===== config.mk =====
export PLATFORM = sky130hd
export DESIGN_NAME = sr04_echo_responder
export DESIGN_NICKNAME = d
export VERILOG_FILES = /design/src/rtl/sr04_echo_responder.sv
export SDC_FILE = /design/constraint.sdc
export NUM_CORES = 1
export LEC_CHECK = 0
export BUFFER_PORTS_ARGS = -buffer_cell sky130_fd_sc_hd__buf_2
export CORE_MARGIN = 5
export CORE_UTILIZATION = 34
export DETAILED_ROUTE_END_ITERATION = 8
export PLACE_DENSITY = 0.59
export REMOVE_ABC_BUFFERS = 1
export SYNTH_ARGS = -nofsm -noshare
export SYNTH_HDL_FRONTEND = slang
export SYNTH_SLANG_ARGS = --single-unit

===== constraint.sdc =====
create_clock -name clk -period 4.02 [get_ports clk]
set_clock_uncertainty 0.05 [all_clocks]
set_input_delay 0 -clock clk [delete_from_list [all_inputs] [get_ports clk]]
set_output_delay 0 -clock clk [all_outputs]
set_load 0.03 [all_outputs]

===== src/rtl/sr04_echo_responder.sv =====
// HC-SR04 sensor-side emulator: validates trig width, waits a burst delay, then drives an echo
// pulse whose width encodes i_dist (58 ticks/cm). Define SR04_ECHO_JITTER_EN for LFSR width jitter.
module sr04_echo_responder #(
    parameter int TRIG_MIN_US = 10,
    parameter int BURST_US    = 200,
    parameter int MAX_CM      = 400,
    parameter int TIMEOUT_US  = 38000,
    parameter int HOLDOFF_US  = 1000
) (
    input  logic       clk,
    input  logic       rst,
    input  logic       i_tick,
    input  logic       en,
    input  logic       trig,
    input  logic [8:0] i_dist,
    output logic       echo,
    output logic       o_busy,
    output logic       o_err
);

    typedef enum logic [2:0] {
        S_IDLE,
        S_TRIG,
        S_DELAY,
        S_ECHO,
        S_HOLDOFF
    } state_t;

    localparam logic [15:0] TRIG_MIN     = 16'(TRIG_MIN_US);
    localparam logic [15:0] BURST_LAST   = 16'(BURST_US - 1);
    localparam logic [15:0] HOLDOFF_LAST = 16'(HOLDOFF_US - 1);
    localparam logic [15:0] TIMEOUT_W    = 16'(TIMEOUT_US);
    localparam logic [8:0]  MAX_DIST     = 9'(MAX_CM);

    state_t      state_q, state_d;
    logic [15:0] cnt_q, cnt_d;
    logic [15:0] w_q, w_d;
    logic        echo_q, echo_d;
    logic        err_q, err_d;
    logic        trig_s1_q, trig_s2_q, trig_prev_q;

    logic        trig_fall;
    logic [15:0] cnt_sat;
    logic [15:0] w_base;

`ifdef SR04_ECHO_JITTER_EN
    logic [7:0] lfsr_q, lfsr_d;
    logic [7:0] lfsr_shift;
    // x^8 + x^6 + x^5 + x^4 + 1, shifted left
    assign lfsr_shift = {lfsr_q[6:0], lfsr_q[7] ^ lfsr_q[5] ^ lfsr_q[4] ^ lfsr_q[3]};
`endif

    assign trig_fall = trig_prev_q & ~trig_s2_q;
    assign cnt_sat   = (cnt_q == 16'hFFFF) ? cnt_q : cnt_q + 16'd1;
    assign w_base    = (i_dist == 9'd0 || i_dist > MAX_DIST) ? TIMEOUT_W
                                                             : 16'(i_dist) * 16'd58;

    // NOTE: every variable gets a default at the top of always_comb so no path infers a latch.
    always_comb begin
        state_d = state_q;
        cnt_d   = cnt_q;
        w_d     = w_q;
        echo_d  = echo_q;
        err_d   = 1'b0;
`ifdef SR04_ECHO_JITTER_EN
        lfsr_d  = lfsr_q;
`endif
        if (!en) begin
            state_d = S_IDLE;
            cnt_d   = 16'd0;
            echo_d  = 1'b0;
        end else begin
            unique case (state_q)
                S_IDLE: begin
                    cnt_d  = 16'd0;
                    echo_d = 1'b0;
                    if (trig_s2_q) state_d = S_TRIG;
                end
                S_TRIG: begin
                    // A tick on the falling-edge cycle is dropped; the decision uses cnt_q.
                    if (trig_fall) begin
                        cnt_d = 16'd0;
                        if (cnt_q >= TRIG_MIN) begin
                            state_d = S_DELAY;
`ifdef SR04_ECHO_JITTER_EN
                            lfsr_d  = lfsr_shift;
                            w_d     = w_base + {13'd0, lfsr_shift[2:0]};
`else
                            w_d     = w_base;
`endif
                        end else begin
                            state_d = S_IDLE;
                            err_d   = 1'b1;
                        end
                    end else if (i_tick) begin
                        cnt_d = cnt_sat;
                    end
                end
                S_DELAY: begin
                    if (i_tick) begin
                        if (cnt_q == BURST_LAST) begin
                            state_d = S_ECHO;
                            cnt_d   = 16'd0;
                            echo_d  = 1'b1;
                        end else begin
                            cnt_d = cnt_q + 16'd1;
                        end
                    end
                end
                S_ECHO: begin
                    if (i_tick) begin
                        if (cnt_q == w_q - 16'd1) begin
                            state_d = S_HOLDOFF;
                            cnt_d   = 16'd0;
                            echo_d  = 1'b0;
                        end else begin
                            cnt_d = cnt_q + 16'd1;
                        end
                    end
                end
                S_HOLDOFF: begin
                    echo_d = 1'b0;
                    if (i_tick) begin
                        if (cnt_q == HOLDOFF_LAST) begin
                            state_d = S_IDLE;
                            cnt_d   = 16'd0;
                        end else begin
                            cnt_d = cnt_q + 16'd1;
                        end
                    end
                end
                default: begin
                    state_d = S_IDLE;
                    cnt_d   = 16'd0;
                    echo_d  = 1'b0;
                end
            endcase
        end
    end

    // NOTE: state flops use non-blocking assignments so every register samples pre-edge values.
    always_ff @(posedge clk or negedge rst) begin
        if (!rst) begin
            state_q     <= S_IDLE;
            cnt_q       <= 16'd0;
            w_q         <= 16'd0;
            echo_q      <= 1'b0;
            err_q       <= 1'b0;
            trig_s1_q   <= 1'b0;
            trig_s2_q   <= 1'b0;
            trig_prev_q <= 1'b0;
`ifdef SR04_ECHO_JITTER_EN
            lfsr_q      <= 8'h01;
`endif
        end else begin
            state_q     <= state_d;
            cnt_q       <= cnt_d;
            w_q         <= w_d;
            echo_q      <= echo_d;
            err_q       <= err_d;
            trig_s1_q   <= trig;
            trig_s2_q   <= trig_s1_q;
            trig_prev_q <= trig_s2_q;
`ifdef SR04_ECHO_JITTER_EN
            lfsr_q      <= lfsr_d;
`endif
        end
    end

    assign echo   = echo_q;
    assign o_err  = err_q;
    assign o_busy = (state_q != S_IDLE);

endmodule


==> results.sh, run 1 <==
export IMPL_antenna_cells=0
export IMPL_hp_class="primary input to flop"
export IMPL_synth_seq_area_share=0.266
export IMPL_nNetsFinal=486
export IMPL_dr_pass1_iters=4
export IMPL_synth_xor_area_frac=0.0835
export IMPL_critPathLaunchType="primary input"
export IMPL_synth_compound_area_frac=0.181
export IMPL_via_per_inst=5.17
export IMPL_cts_path_max_buffers=2
export IMPL_hold_viol_final=0
export IMPL_cp_arrival_ps=3810
export IMPL_synthCells=406
export IMPL_drcViolationCount=0
export IMPL_grt_pass1_wl_mm=14.6
export IMPL_tightestPinTransition_ps=881
export IMPL_vias=2908
export IMPL_timing_rr_end="cnt_q[0]"
export IMPL_period_share=0.914
export IMPL_finalSetupTns_ps=0
export IMPL_hold_depth=3
export IMPL_final_area_um2=4040
export IMPL_clk_pin_slew_ps=80
export IMPL_dp_hpwl_mm=6.70
export IMPL_crit_path_max_fanout=4
export IMPL_grt_overflow_total=0
export IMPL_max_vdd_ir_drop_uv=131
export IMPL_whs_endpoint="w_q[3]"
export IMPL_required_ps=4150
export IMPL_first_global_vias=2964
export IMPL_status="completed"
export IMPL_place_congestion=0.801
export IMPL_synth_top_cell_by_area="dfrtp_1"
export IMPL_cpPeakStageDelay_ps=530
export IMPL_setup_violations=0
export IMPL_wl_per_cell_um=14.8
export IMPL_core_um2=10700
export IMPL_clock_fmax_mhz=272
export IMPL_rows=38
export IMPL_h_tree_depth=2
export IMPL_ff2ff_path_depth=9
export IMPL_grt_max_degree=40
export IMPL_r2r_start="w_q[1]"
export IMPL_async_reset_ff_frac=1.00
export IMPL_clock_sinks=39
export IMPL_start_util=0.343
export IMPL_drive_above_1_share=0.114
export IMPL_relSlewSlack=0.412
export IMPL_synth_top_flop_cell="dfrtp_1"
export IMPL_cp_slowest_cell="fa_1"
export IMPL_dieArea_um2=13000
export IMPL_synth_area_um2=3670
export IMPL_cts_root_buf="clkbuf_8"
export IMPL_synthTopCellsByCount="inv_1 (40), dfrtp_1 (39), ha_1 (38), nor2_1 (26)"
export IMPL_antenna_found_initial=0
export IMPL_end_kind="flop"
export IMPL_avgSynthCellArea_um2=9.04
export IMPL_r2r_slack_ps=740
export IMPL_synth_fa_ha_area_frac=0.200
export IMPL_synth_edf_count=0
export IMPL_globalRouteTotalUtil=0.138
export IMPL_p_leak_nw=1.87
export IMPL_rsz0062_at_grt="no"
export IMPL_die_h_um=114
export IMPL_muxShareOfSynthArea=0.00613
export IMPL_maxSlewViolCount=0
export IMPL_port_buffers=16
export IMPL_clock_latency_ps=300
export IMPL_ios=17
export IMPL_cts_resized=0
export IMPL_synth_top_family_by_area="simple AND/OR/NAND/NOR gates"
export IMPL_syn_to_final_growth_pct=9.92
export IMPL_crit_buf_inv=4
export IMPL_synth_simple_area_share=0.201
export IMPL_yosysMostFrequentCell="inv_1"
export IMPL_yosysTopAreaCellShare=0.266
export IMPL_placedInstanceArea_um2=3870
export IMPL_antenna_left=0
export IMPL_drv_cap=0
export IMPL_synth_ff_latch_count=39
export IMPL_routed_wl_mm=8.34
export IMPL_path_class="primary input to flop"
export IMPL_yosys_warnings=0
export IMPL_die_w_um=114
export IMPL_setup_worst_path_start="i_dist[1]"
export IMPL_period_needed_ps=3670
export IMPL_synth_area_top_cells="dfrtp_1 (27%), ha_1 (13%), fa_1 (7.1%)"
export IMPL_crit_chain="dlygate4sd3_1 > buf_2 > inv_1 > fa_1 > inv_1 > ha_1 > fa_1 > ha_1 > a21o_1 > a21oi_1 > o21ai_0 > o31ai_1 > o21ai_0 > xnor2_1 > a22o_1"
export IMPL_cts_buffers_inserted=5
export IMPL_drtIter0Drc=146
export IMPL_power_density_nw_per_um2=307
export IMPL_path_delay_family="adder cells"
export IMPL_min_from="i_dist[2]"
export IMPL_synth_cell_type_count=57
export IMPL_tritoncts="built"
## per-layer routing
layer | GRT usage | routed length [µm] | share of wire | up-vias
met5 | 0 | 0 | 0 | -
met4 | 0.0253 | 58 | 0.0070 | 0
met3 | 0.0308 | 281 | 0.034 | 6
met2 | 0.227 | 3960 | 0.47 | 46
met1 | 0.188 | 4040 | 0.48 | 1392
li1 | - | - | - | 1464
## layout by cell type (no fill, tap or decap), types with 6 or more instances in the layout
cell     instances
o21ai_0         10
xnor2_1         22
and3_1           9
a21o_1           7
ha_1            38
nor2b_1          7
buf_2           16
nand2_1         22
a21oi_1         18
xor2_1          13
inv_1           40
dfrtp_1         39
o31ai_1          7
nor2_1          26
fa_1            13
nand3_1         10
nor4_1           6
a21oi_2         10
nor3_1          14
nand4_1         10
## worst max-delay path by stage
stage,endpoint,slack (ps),cells after the start
2_1_floorplan,w_q[14],890,13
3_3_place_gp,w_q[14],630,14
3_5_place_dp,w_q[14],550,14
4_1_cts,w_q[14],320,15
5_1_grt,w_q[14],160,15
6_report,w_q[14],350,15
## report_power, final
part / total [mW] / leakage (nW) / switching [mW] / internal (mW)
clock: 0.334 / 0.0581 / 0.149 / 0.185
combinational: 0.476 / 1.30 / 0.282 / 0.194
sequential: 0.427 / 0.519 / 0.0208 / 0.406
total: 1.24 / 1.87 / 0.452 / 0.785
## timing repair
action                                 4_1_cts  5_1_grt
endpoints found under the hold margin       43        0
setup buffers                                0        0
hold buffers                                 5        0
## worst min-delay path, cell delays in order
cell and delay [ps]:
buf_2 110, ha_1 150, a22o_1 130
## sequential cells by signal, summed over array words and instances, names as in the netlist
| signal | flops |
|---|---|
| state_q | 3 |
| o_err | 1 |
| trig_prev_q | 1 |
| cnt_q | 16 |
| echo | 1 |
| trig_s2_q | 1 |
| trig_s1_q | 1 |
| w_q | 15 |
## layout make-up
type | instances | area (µm²)
fillers | 1074 | 6660
multi-input cells | 311 | 2470
flip-flops and latches | 39 | 976
well taps | 140 | 175
repair buffers | 24 | 153
inverters | 40 | 150
clock buffers | 5 | 68.8
clock inverters | 3 | 43.8
## cells by family after synthesis
family / count (synthesis)
compound gates: 89
xor+xnor: 35
fa+ha+maj: 51
buf+inv: 56
flops: 39
mux: 2
simple gates: 134
## metrics by stage
step / hold WS, ps / setup slack, ps / cells / total power [mW] / utilization
global placement: 58.9 / 629 / 549 / 0.905 / 0.362
floorplan: -346 / 892 / 390 / 0.787 / -
CTS: 88.0 / 321 / 562 / 1.26 / 0.377
detailed placement: 60.5 / 545 / 549 / 0.912 / 0.362
finish: 86.6 / 346 / 562 / 1.24 / 0.377
global route: 80.7 / 161 / 562 / 1.34 / 0.377
(Power assumes the default switching activity.)
==> run 2: changes to the inputs <==
Settings changed: REMOVE_ABC_BUFFERS 1 to default.
Clock period 4.02 ns to 4.25 ns, I/O delays scaled along.
==> run 2 against run 1 <==
  * Routed wire length fell by 3.4%
  * Worst setup slack improved by 200 ps
  * Critical path depth unchanged
  * Via count up 0.31%
  * Worst hold slack worse by 15 ps
  * Sequential share of layout area is the same
  * Sequential power decreased by 5.6%
  * Clock power down 4%
  * Critical path type unchanged
  * Critical endpoint unchanged
  * Largest cell class unchanged
  * Largest power group unchanged
  * Highest routed layer unchanged
==> results.sh, run 2 (synthesis gave the netlist of run 1 again) <==
export IMPL_status="completed"
export IMPL_cts_buffers_inserted=5
export IMPL_clock_latency_ps=300
export IMPL_dieArea_um2=13000
export IMPL_start_util=0.343
export IMPL_grt_overflow_total=0
export IMPL_dp_slack_ps=735
export IMPL_clock_sinks=39
export IMPL_power_density_nw_per_um2=292
export IMPL_port_buffers=16
export IMPL_first_global_vias=2937
export IMPL_wl_per_cell_um=14.3
export IMPL_relSlewSlack=0.411
export IMPL_maxSlewViolCount=0
export IMPL_period_share=0.871
export IMPL_cpPeakStageDelay_ps=530
export IMPL_timing_rr_end="cnt_q[14]"
export IMPL_rows=38
export IMPL_mostFrequentLayoutCells="inv_1 (40), dfrtp_1 (39), ha_1 (38), nor2_1 (26)"
export IMPL_ios=17
export IMPL_path_delay_family="adder cells"
export IMPL_path_class="primary input to flop"
export IMPL_crit_path_max_fanout=4
export IMPL_min_from="i_dist[2]"
export IMPL_tritoncts="built"
export IMPL_finalSetupTns_ps=0
export IMPL_pwr_share_clk=0.273
export IMPL_period_needed_ps=3700
export IMPL_p_int_mw=0.741
export IMPL_combPwrFrac=0.385
export IMPL_hold_buffers=5
export IMPL_vias=2917
export IMPL_top_register="cnt_q"
export IMPL_whs_endpoint="w_q[3]"
export IMPL_dr_pass1_iters=4
export IMPL_drtIter0Drc=143
export IMPL_end_kind="flop"
export IMPL_netSwitchingPower_mw=0.438
export IMPL_die_h_um=114
export IMPL_tightestPinTransition_ps=884
export IMPL_grt_max_degree=40
export IMPL_cts_root_buf="clkbuf_8"
export IMPL_drcViolationCount=0
export IMPL_synthesis_nets=471
export IMPL_hold_viol_final=0
export IMPL_setup_violations=0
export IMPL_drive_above_1_share=0.114
export IMPL_nNetsFinal=486
export IMPL_antenna_cells=0
export IMPL_drv_cap=0
export IMPL_power_frac_seq=0.342
export IMPL_r2r_start="w_q[1]"
export IMPL_largest_reg_flops=16
export IMPL_hp_class="primary input to flop"
export IMPL_die_w_um=114
export IMPL_antenna_left=0
export IMPL_antenna_found_initial=0
export IMPL_place_congestion=0.787
export IMPL_crit_buf_inv=4
export IMPL_max_vdd_ir_drop_uv=148
export IMPL_cts_resized=0
export IMPL_cp_arrival_ps=3840
export IMPL_grt_pass1_wl_mm=14.0
export IMPL_hold_depth=3
export IMPL_reg_top3="cnt_q x16, w_q x15, state_q x3"
export IMPL_h_tree_depth=2
export IMPL_dp_hpwl_mm=6.32
export IMPL_routed_wl_mm=8.05
export IMPL_syn_to_final_growth_pct=9.92
export IMPL_cp_slowest_cell="fa_1"
export IMPL_required_ps=4390
export IMPL_critPathLaunchType="primary input"
export IMPL_n_fill_cell=1099
export IMPL_globalRouteTotalUtil=0.131
export IMPL_switching_share=0.372
export IMPL_crit_chain="dlygate4sd3_1 > buf_2 > inv_1 > fa_1 > inv_1 > ha_1 > fa_1 > ha_1 > a21o_1 > a21oi_1 > o21ai_0 > o31ai_1 > o21ai_0 > xnor2_1 > a22o_1"
export IMPL_via_per_inst=5.19
export IMPL_clock_fmax_mhz=270
export IMPL_p_leak_nw=1.87
export IMPL_core_um2=10700
export IMPL_cts_path_max_buffers=2
export IMPL_rsz0062_at_grt="no"
export IMPL_ff2ff_path_depth=9
export IMPL_timing_final_ws_setup_ps=549
export IMPL_clk_pin_slew_ps=80
export IMPL_final_common_cell="inv_1"
export IMPL_cts_setup_buffers=0
export IMPL_r2r_slack_ps=950
-- run 2: cell counts in the layout (fill, tap and decap cells not counted) --
No cell type changed its count.
-- run 2: worst max-delay path by stage --
stage	from	to	depth (start not counted)
floorplan	i_dist[1]	w_q[14]	13
global placement	i_dist[1]	w_q[14]	14
detailed placement	i_dist[1]	w_q[14]	14
CTS	i_dist[1]	w_q[14]	15
global route	i_dist[1]	w_q[14]	15
finish	i_dist[1]	w_q[14]	15
-- run 2: final cells by class --
cell class,instances,area [µm²],share of cell area
clock buffer,5,68.8,0.0171
sequential,39,976,0.242
multi-input combinational,311,2470,0.612
clock inverter,3,43.8,0.0109
timing repair buffer,24,153,0.0378
inverter,40,150,0.0372
tap,140,175,0.0434
-- run 2: power by group through the flow --
stage / sequential [mW] / combinational, mW / clock, mW
2_1_floorplan: 0.407 / 0.341 / 0
5_1_grt: 0.407 / 0.523 / 0.349
4_1_cts: 0.403 / 0.458 / 0.330
3_5_place_dp: 0.410 / 0.451 / 0
3_3_place_gp: 0.411 / 0.447 / 0
6_report: 0.403 / 0.454 / 0.322
-- run 2: worst min-delay path, stage by stage --
cell    delay, ps
buf_2         110
ha_1          150
a22o_1        120
-- run 2: layer usage --
| metal | up-vias | track usage | wire length (µm) | share of wire |
|---|---|---|---|---|
| met5 | - | 0 | 0 | 0 |
| met4 | 0 | 0.0269 | 87 | 0.011 |
| met3 | 11 | 0.0228 | 270 | 0.034 |
| met2 | 37 | 0.229 | 3840 | 0.48 |
| met1 | 1397 | 0.172 | 3860 | 0.48 |
| li1 | 1472 | - | - | - |
-- run 2: through the flow --
stage	hold WS, ps	utilization	total power [mW]	instances	cell area, µm²
2_1_floorplan	-346	-	0.747	406	3670
3_3_place_gp	62.0	0.362	0.858	549	3870
3_5_place_dp	60.1	0.362	0.861	549	3870
4_1_cts	66.0	0.377	1.19	562	4040
5_1_grt	100	0.377	1.28	562	4040
6_report	71.5	0.377	1.18	562	4040
==> run 3: changes to the inputs <==
Settings changed: PLACE_DENSITY 0.59 to default.
==> run 3 against run 2 <==
  * Global-route usage rose by 0.56 points
  * Clock power decreased by 11%
  * Largest cell class unchanged
  * Combinational power increased by 2%
  * Sequential share of layout area grew 0.053 points
  * Critical path depth did not move
  * Cell count is the same
  * Flip-flop and latch count stayed put
  * Highest routed layer unchanged
==> results.sh, run 3 (synthesis gave the netlist of run 1 again) <==
export IMPL_drive_above_1_share=0.114
export IMPL_dp_slack_ps=732
export IMPL_cts_buffers_inserted=5
export IMPL_port_buffers=16
export IMPL_final_area_um2=4030
export IMPL_critPathLaunchType="primary input"
export IMPL_clock_latency_ps=290
export IMPL_path_delay_family="adder cells"
export IMPL_dr_pass1_iters=4
export IMPL_nNetsFinal=486
export IMPL_syn_to_final_growth_pct=9.68
export IMPL_relSlewSlack=0.398
export IMPL_cts_setup_buffers=0
export IMPL_drtIter0Drc=184
export IMPL_grt_busiest_layer="met2"
export IMPL_timing_final_ws_setup_ps=519
export IMPL_vias=2991
export IMPL_crit_chain="dlygate4sd3_1 > buf_2 > inv_1 > fa_1 > inv_1 > ha_1 > fa_1 > ha_1 > a21o_1 > a21oi_1 > o21ai_0 > o31ai_1 > o21ai_0 > xnor2_1 > a22o_1"
export IMPL_use_met3=0.0175
export IMPL_placedInstanceArea_um2=3870
export IMPL_dieArea_um2=13000
export IMPL_synthesis_nets=471
export IMPL_met1_usage=0.187
export IMPL_largest_reg_flops=16
export IMPL_drv_cap=0
export IMPL_tritoncts="built"
export IMPL_ios=17
export IMPL_via_per_inst=5.32
export IMPL_final_common_cell="inv_1"
export IMPL_max_vdd_ir_drop_uv=139
export IMPL_instances_no_fill=562
export IMPL_cp_arrival_ps=3870
export IMPL_grt_overflow_total=0
export IMPL_rsz0062_at_grt="no"
export IMPL_path_class="primary input to flop"
export IMPL_start_util=0.343
export IMPL_routed_wl_mm=8.41
export IMPL_clock_sinks=39
export IMPL_first_global_vias=3096
export IMPL_crit_path_max_fanout=4
export IMPL_place_congestion=0.837
export IMPL_tightestPinTransition_ps=903
export IMPL_grt_pass1_wl_mm=14.8
export IMPL_grt_max_degree=40
export IMPL_rows=38
export IMPL_cp_slowest_cell="fa_1"
export IMPL_wl_per_cell_um=15.0
export IMPL_mostFrequentLayoutCells="inv_1 (40), dfrtp_1 (39), ha_1 (38), nor2_1 (26)"
export IMPL_die_h_um=114
export IMPL_cts_resized=0
export IMPL_clock_fmax_mhz=268
export IMPL_finalSetupTns_ps=0
export IMPL_end_kind="flop"
export IMPL_top_register="cnt_q"
export IMPL_hp_class="primary input to flop"
export IMPL_p_leak_nw=1.87
export IMPL_n_fill_cell=1113
export IMPL_period_share=0.878
export IMPL_drcViolationCount=0
export IMPL_reg_top3="cnt_q x16, w_q x15, state_q x3"
export IMPL_total_power_mw=1.15
export IMPL_place_inst=549
export IMPL_antenna_cells=0
export IMPL_power_density_nw_per_um2=286
export IMPL_crit_buf_inv=4
export IMPL_cpPeakStageDelay_ps=550
export IMPL_maxSlewViolCount=0
export IMPL_setup_violations=0
export IMPL_die_w_um=114
export IMPL_hold_viol_final=0
export IMPL_antenna_found_initial=0
export IMPL_grtUsageMet2=0.230
export IMPL_core_um2=10700
export IMPL_required_ps=4390
export IMPL_cts_path_max_buffers=2
export IMPL_period_needed_ps=3730
export IMPL_antenna_left=0
export IMPL_clk_pin_slew_ps=80
export IMPL_dp_hpwl_mm=6.48
export IMPL_h_tree_depth=2
export IMPL_cts_root_buf="clkbuf_8"
export IMPL_globalRouteTotalUtil=0.137
export IMPL_status="completed"
## run 3: changes by cell type in the layout (fill, tap and decap cells not counted)
cell        delta
bufinv_16      -1
clkbuf_8       +2
clkinv_4       -1
clkinvlp_4     +1
clkinv_2       -1
## run 3: worst register-to-register path, delay by kind of cell (launching register included)
kind | cells | cell delay (ps)
adders and majority gates | 1 | 320
AOI/OAI and AO/OA | 6 | 1700
and+or+nand+nor | 1 | 540
buffers and inverters | 1 | 110
DFF | 1 | 450
## run 3: timing repair
item	in CTS	in global routing
hold buffers	5	0
endpoints found under the setup margin	0	0
endpoints found under the hold margin	43	0
## run 3: cell type report
| cell class | count | area (µm²) | area share |
|---|---|---|---|
| inverters | 40 | 150 | 0.0373 |
| clock buffers | 7 | 96.3 | 0.0239 |
| flip-flops and latches | 39 | 976 | 0.242 |
| clock inverters | 1 | 7.51 | 0.00186 |
| multi-input cells | 311 | 2470 | 0.613 |
| repair buffers | 24 | 153 | 0.0379 |
| well taps | 140 | 175 | 0.0435 |
## run 3: stage by stage
stage | util | hold WS (ps)
after global placement | 0.362 | 60.8
after floorplan | - | -346
after detailed placement | 0.362 | 65.8
final | 0.376 | 67.7
after global routing | 0.376 | 86.3
after CTS | 0.376 | 72.3
## run 3: final timing paths
kind                           start     endpoint  slack (ps)  depth (start not counted)
min in group asynchronous        rst  trig_prev_q         300                          2
max                        i_dist[1]      w_q[14]         520                         15
min reg2reg                trig_s1_q    trig_s2_q         310                          0
max reg2reg                   w_q[1]     cnt_q[2]         930                          9
max in group asynchronous        rst      w_q[10]        3270                          2
min                        i_dist[2]       w_q[3]          70                          3
## run 3: power by group
part / switching [mW] / internal, mW
Clock: 0.140 / 0.148
Combinational: 0.278 / 0.183
Sequential: 0.0185 / 0.385
Total: 0.436 / 0.715
## run 3: routing by layer
layer	wire length (µm)	vias to the layer above	part of all wire
met4	123	0	0.015
li1	-	1465	-
met2	4010	59	0.48
met5	0	-	0
met1	3970	1456	0.47
met3	306	11	0.036
